**src/rtl/timer_bcd_conv.sv**
```systemverilog
// Sequential shift-add-3 binary-to-BCD converter for the stopwatch count.
// One input bit per clock; the last result is held on bcd_out until the next conversion.
module timer_bcd_conv #(
  parameter int unsigned WIDTH  = 16,
  parameter int unsigned DIGITS = 5
) (
  input  logic                  clock,
  input  logic                  reset,
  input  logic                  d_valid,
  input  logic [WIDTH-1:0]      d_in,
  output logic                  busy,
  output logic                  bcd_valid,
  output logic [4*DIGITS-1:0]   bcd_out
);

  localparam int unsigned BW = 4 * DIGITS;
  localparam int unsigned CW = (WIDTH > 1) ? $clog2(WIDTH) : 1;

  function automatic longint unsigned pow10(input int unsigned n);
    longint unsigned r;
    r = 64'd1;
    for (int unsigned k = 0; k < n; k++) r = r * 64'd10;
    return r;
  endfunction

  localparam longint unsigned MAX_BIN = (64'd1 << WIDTH) - 64'd1;

  // The digit count must be able to represent the largest binary input.
  if (pow10(DIGITS) <= MAX_BIN) begin : g_digits_too_small
    $error("timer_bcd_conv: 10**DIGITS must exceed 2**WIDTH-1");
  end

  typedef enum logic [1:0] {
    S_IDLE  = 2'd0,
    S_SHIFT = 2'd1,
    S_DONE  = 2'd2
  } state_e;

  state_e          state_q, state_d;
  logic [WIDTH-1:0] bin_q, bin_d;
  logic [BW-1:0]   scratch_q, scratch_d;
  logic [CW-1:0]   cnt_q, cnt_d;
  logic            busy_q, busy_d;
  logic            valid_q, valid_d;
  logic [BW-1:0]   out_q, out_d;
  logic [BW-1:0]   adj;

  always_ff @(posedge clock or negedge reset) begin
    if (!reset) begin
      state_q   <= S_IDLE;
      bin_q     <= '0;
      scratch_q <= '0;
      cnt_q     <= '0;
      busy_q    <= 1'b0;
      valid_q   <= 1'b0;
      out_q     <= '0;
    end else begin
      state_q   <= state_d;
      bin_q     <= bin_d;
      scratch_q <= scratch_d;
      cnt_q     <= cnt_d;
      busy_q    <= busy_d;
      valid_q   <= valid_d;
      out_q     <= out_d;
    end
  end

  // Per-digit +3 correction ahead of the shift; digits never carry into each other.
  always_comb begin
    adj = scratch_q;
    for (int i = 0; i < int'(DIGITS); i++) begin
      if (scratch_q[4*i +: 4] >= 4'd5) adj[4*i +: 4] = scratch_q[4*i +: 4] + 4'd3;
    end
  end

  always_comb begin
    state_d   = state_q;
    bin_d     = bin_q;
    scratch_d = scratch_q;
    cnt_d     = cnt_q;
    busy_d    = busy_q;
    valid_d   = 1'b0;
    out_d     = out_q;
    case (state_q)
      S_IDLE: begin
        busy_d = 1'b0;
        if (d_valid) begin
          bin_d     = d_in;
          scratch_d = '0;
          cnt_d     = CW'(WIDTH - 1);
          busy_d    = 1'b1;
          state_d   = S_SHIFT;
        end
      end
      S_SHIFT: begin
        {scratch_d, bin_d} = {adj, bin_q} << 1;
        cnt_d = cnt_q - CW'(1);
        if (cnt_q == '0) state_d = S_DONE;
      end
      S_DONE: begin
        out_d   = scratch_q;
        valid_d = 1'b1;
        busy_d  = 1'b0;
        state_d = S_IDLE;
      end
      default: begin
        busy_d  = 1'b0;
        state_d = S_IDLE;
      end
    endcase
  end

  assign busy      = busy_q;
  assign bcd_valid = valid_q;
  assign bcd_out   = out_q;

endmodule

```
**config.mk**
```make
export PLATFORM = sky130hd
export DESIGN_NAME = timer_bcd_conv
export DESIGN_NICKNAME = d
export VERILOG_FILES = /design/src/rtl/timer_bcd_conv.sv
export SDC_FILE = /design/constraint.sdc
export NUM_CORES = 1
export LEC_CHECK = 0
export BUFFER_PORTS_ARGS = -buffer_cell sky130_fd_sc_hd__buf_2
export CORE_UTILIZATION = 43
export DETAILED_ROUTE_END_ITERATION = 16
export GPL_ROUTABILITY_DRIVEN = 0
export GPL_TIMING_DRIVEN = 1
export HOLD_SLACK_MARGIN = 0.15
export PLACE_DENSITY = 0.6
export SLEW_MARGIN = 20
export SYNTH_ARGS = -nofsm -noshare
export SYNTH_HDL_FRONTEND = slang
export SYNTH_SLANG_ARGS = --single-unit
```
**constraint.sdc**
```tcl
create_clock -name clock -period 1.6 [get_ports clock]
set_input_delay 0.24 -clock clock [delete_from_list [all_inputs] [get_ports clock]]
set_output_delay 0.24 -clock clock [all_outputs]
set_load 0.01 [all_outputs]
```
==> results.sh <==
export IMPL_critical_path_slowest_cell="dfrtp_1"
export IMPL_synth_nets=284
export IMPL_holdCritPathClass="input port to flip-flop"
export IMPL_slew_headroom=0.681
export IMPL_cap_violations=0
export IMPL_avgSynthCellArea_um2=11.4
export IMPL_hold_viol_final=0
export IMPL_final_common_cell="dfrtp_1"
export IMPL_vdd_drop_max_mv=0.680
export IMPL_use_met3=0.0682
export IMPL_holdPathStages=3
export IMPL_overflow=0
export IMPL_synthToLayoutAreaGrowth_pct=20.5
export IMPL_synthDistinctLibCells=31
export IMPL_leakagePower_nw=1.72
export IMPL_route_detailed_drc=6
export IMPL_power_share_clock=0.178
export IMPL_path_clk_slew_ps=60
export IMPL_critPathLaunchType="flip-flop"
export IMPL_fmax_mhz=669
export IMPL_numCtsBuffers=9
export IMPL_critPathMaxStageDelay_ps=370
export IMPL_start_util=0.451
export IMPL_violations="DRC"
export IMPL_fin_util=0.544
export IMPL_clk_path_buf_depth=2
export IMPL_outcome="finished with violations"
export IMPL_ios=41
export IMPL_post_route_period_util=0.934
export IMPL_grt_max_degree=32
export IMPL_holdWs_ps=191
export IMPL_grtUsageMet2=0.294
export IMPL_fin_setup_tns_ps=0
export IMPL_drtPass1Iterations=10
export IMPL_met1_usage=0.207
export IMPL_fill_cells=595
export IMPL_portBuffers=40
export IMPL_cp_cell_sequence="inv_1, ha_1, nand2b_1, a21oi_2, mux2i_1, a22o_1"
export IMPL_vias=2083
export IMPL_yosysWarnings=0
export IMPL_p_int_mw=4.07
export IMPL_combPwrFrac=0.404
export IMPL_cts_tree="done"
export IMPL_ant_nets=0
export IMPL_busiest_layer="met2"
export IMPL_syn_area_mm2=0.00290
export IMPL_htree_levels=3
export IMPL_drt_initial_drc_count=130
export IMPL_grt_pass1_vias=2026
export IMPL_total_power_mw=6.41
export IMPL_syn_inst=254
export IMPL_maxSlewViolCount=0
export IMPL_synth_top_area_cell="dfrtp_1"
export IMPL_r2r_start="scratch_q[13]"
export IMPL_seq_area_frac_synth=0.552
export IMPL_root_buffer="clkbuf_8"
export IMPL_seqPwrFrac=0.418
export IMPL_rows=29
export IMPL_end_kind="flip-flop"
export IMPL_netlist_area_leader_share=0.552
export IMPL_synth_area_leaders="dfrtp_1 (55%), mux2i_1 (6.2%), o21ai_0 (5.2%), ha_1 (4.7%), nand2_1 (4.0%)"
export IMPL_routed_wl_mm=5.61
export IMPL_cp_required_ps=1890
export IMPL_clk_latency_ps=340
export IMPL_critical_path_class="flip-flop to flip-flop"
export IMPL_die_area_mm2=0.00707
export IMPL_path_max_fanout=5
export IMPL_fin_crit_ps=1490
export IMPL_nets=340
export IMPL_clock_skew_ps=4.29
export IMPL_crit_start="scratch_q[13]"
export IMPL_clock_sinks=64
export IMPL_grt_total_usage=0.178
export IMPL_rsz0062_at_grt="false"
export IMPL_core_mm2=0.00642
export IMPL_layout_common_cells="dfrtp_1 (64), buf_2 (40), nand2_1 (31)"
export IMPL_cp_arrival_ps=1780
export IMPL_power_density_mw_per_mm2=1830
export IMPL_reg2reg_depth=6
export IMPL_netSwitchingFraction=0.365
export IMPL_die_h_um=84.1
export IMPL_dp_hpwl_mm=3.77
export IMPL_ys_ff_latch=64
export IMPL_drive_gt1_frac=0.265
export IMPL_timing_worst_slew_pin_value_ps=477
export IMPL_diodes=0
export IMPL_antenna_found_initial=0
export IMPL_setup_viol=0
export IMPL_die_w_um=84.1
export IMPL_hp_start="d_in[6]"
export IMPL_p_switching_mw=2.34
export IMPL_wl_per_cell_um=14.4
export IMPL_viasPerCell=5.34
export IMPL_grt_pass1_wl_mm=9.52
==> stage by stage <==
stage	area [um^2]	std cells	setup slack (ps)
finish	3490	390	106
global route	3490	390	7.43
CTS	3480	390	29.5
detailed placement	3280	372	51.3
global placement	3280	372	71.7
floorplan	2900	254	216
==> critical path: cells and delay by family (launching register included) <==
family	cells	cell delay [ps]
fa+ha+maj	1	230
mux	1	230
flops	1	370
simple gates	1	90
buf+inv	1	130
compound gates	2	380
==> final cells by class <==
type	count	area (um^2)	share of cell area
Timing Repair Buffer	59	403	0.115
Tap cell	77	96.3	0.0276
Inverter	13	48.8	0.0140
Clock buffer	13	149	0.0426
Clock inverter	1	5.00	0.00143
Sequential cell	64	1600	0.458
Multi-Input combinational cell	163	1190	0.341
==> final timing paths <==
| kind | to | slack (ps) |
|---|---|---|
| worst min register to register | bcd_out[13] | 470 |
| max in group asynchronous | scratch_q[0] | 700 |
| worst max register to register | scratch_q[14] | 110 |
| min in group asynchronous | bcd_out[17] | 380 |
| worst max-delay path | scratch_q[14] | 110 |
| worst min-delay path | bin_q[6] | 190 |
==> synth_stat cells <==
cell and instances:
a31oi_1 2, a21o_1 2, buf_2 8, a22o_1 5, buf_1 1, or2_1 1, nand2b_1 7, inv_1 13
buf_6 2, buf_4 1, o32ai_1 4, a22oi_1 2, nor3b_4 1, mux2i_1 18, mux2_2 10, nor3_1 1
a21oi_2 1, nor2b_1 1, xor2_1 4, o21ai_0 30, o31ai_1 6, nand2_1 31, nor2_1 4, xnor2_1 5
a21oi_1 5, a32o_1 5, clkbuf_1 2, dfrtp_1 64, ha_1 11, a211oi_1 2, o22ai_1 5
==> logic make-up (layout without fill, tap and decap cells) <==
kind of cell,count (synthesis),after routing,synth area share
adder cells (fa/ha/maj),11,11,0.0475
buffers and inverters,27,86,0.0449
multiplexers,28,28,0.101
AO/OA/AOI/OAI,69,69,0.154
XOR/XNOR,9,9,0.0272
AND/OR/NAND/NOR,46,46,0.0729
flip-flops,64,64,0.552
==> layer usage <==
metal | routed length (um) | part of all wire | vias to the layer above
met1 | 2520 | 0.45 | 1025
met5 | 0 | 0 | -
met3 | 245 | 0.044 | 13
met2 | 2740 | 0.49 | 41
li1 | - | - | 1004
met4 | 94 | 0.017 | 0
==> what timing repair did <==
action	CTS	global route
gates resized for setup	0	4
hold buffers	4	0
setup endpoints to repair	0	6
hold endpoints to repair	19	0
buffers inserted	0	0
==> sequential cells by signal (all words and copies together) (netlist names) <==
name	count
bcd_valid	1
bcd_out	20
scratch_q	20
state_q	2
cnt_q	4
bin_q	16
busy	1
==> power by group through the flow <==
stage / Clock, mW / Combinational (mW) / Sequential (mW)
6_report: 1.14 / 2.59 / 2.68
5_1_grt: 1.27 / 2.91 / 2.76
4_1_cts: 1.20 / 2.59 / 2.67
3_5_place_dp: 0 / 2.57 / 2.69
3_3_place_gp: 0 / 2.51 / 2.68
2_1_floorplan: 0 / 1.78 / 2.68
Note: power is estimated with default switching activity, not from simulation.
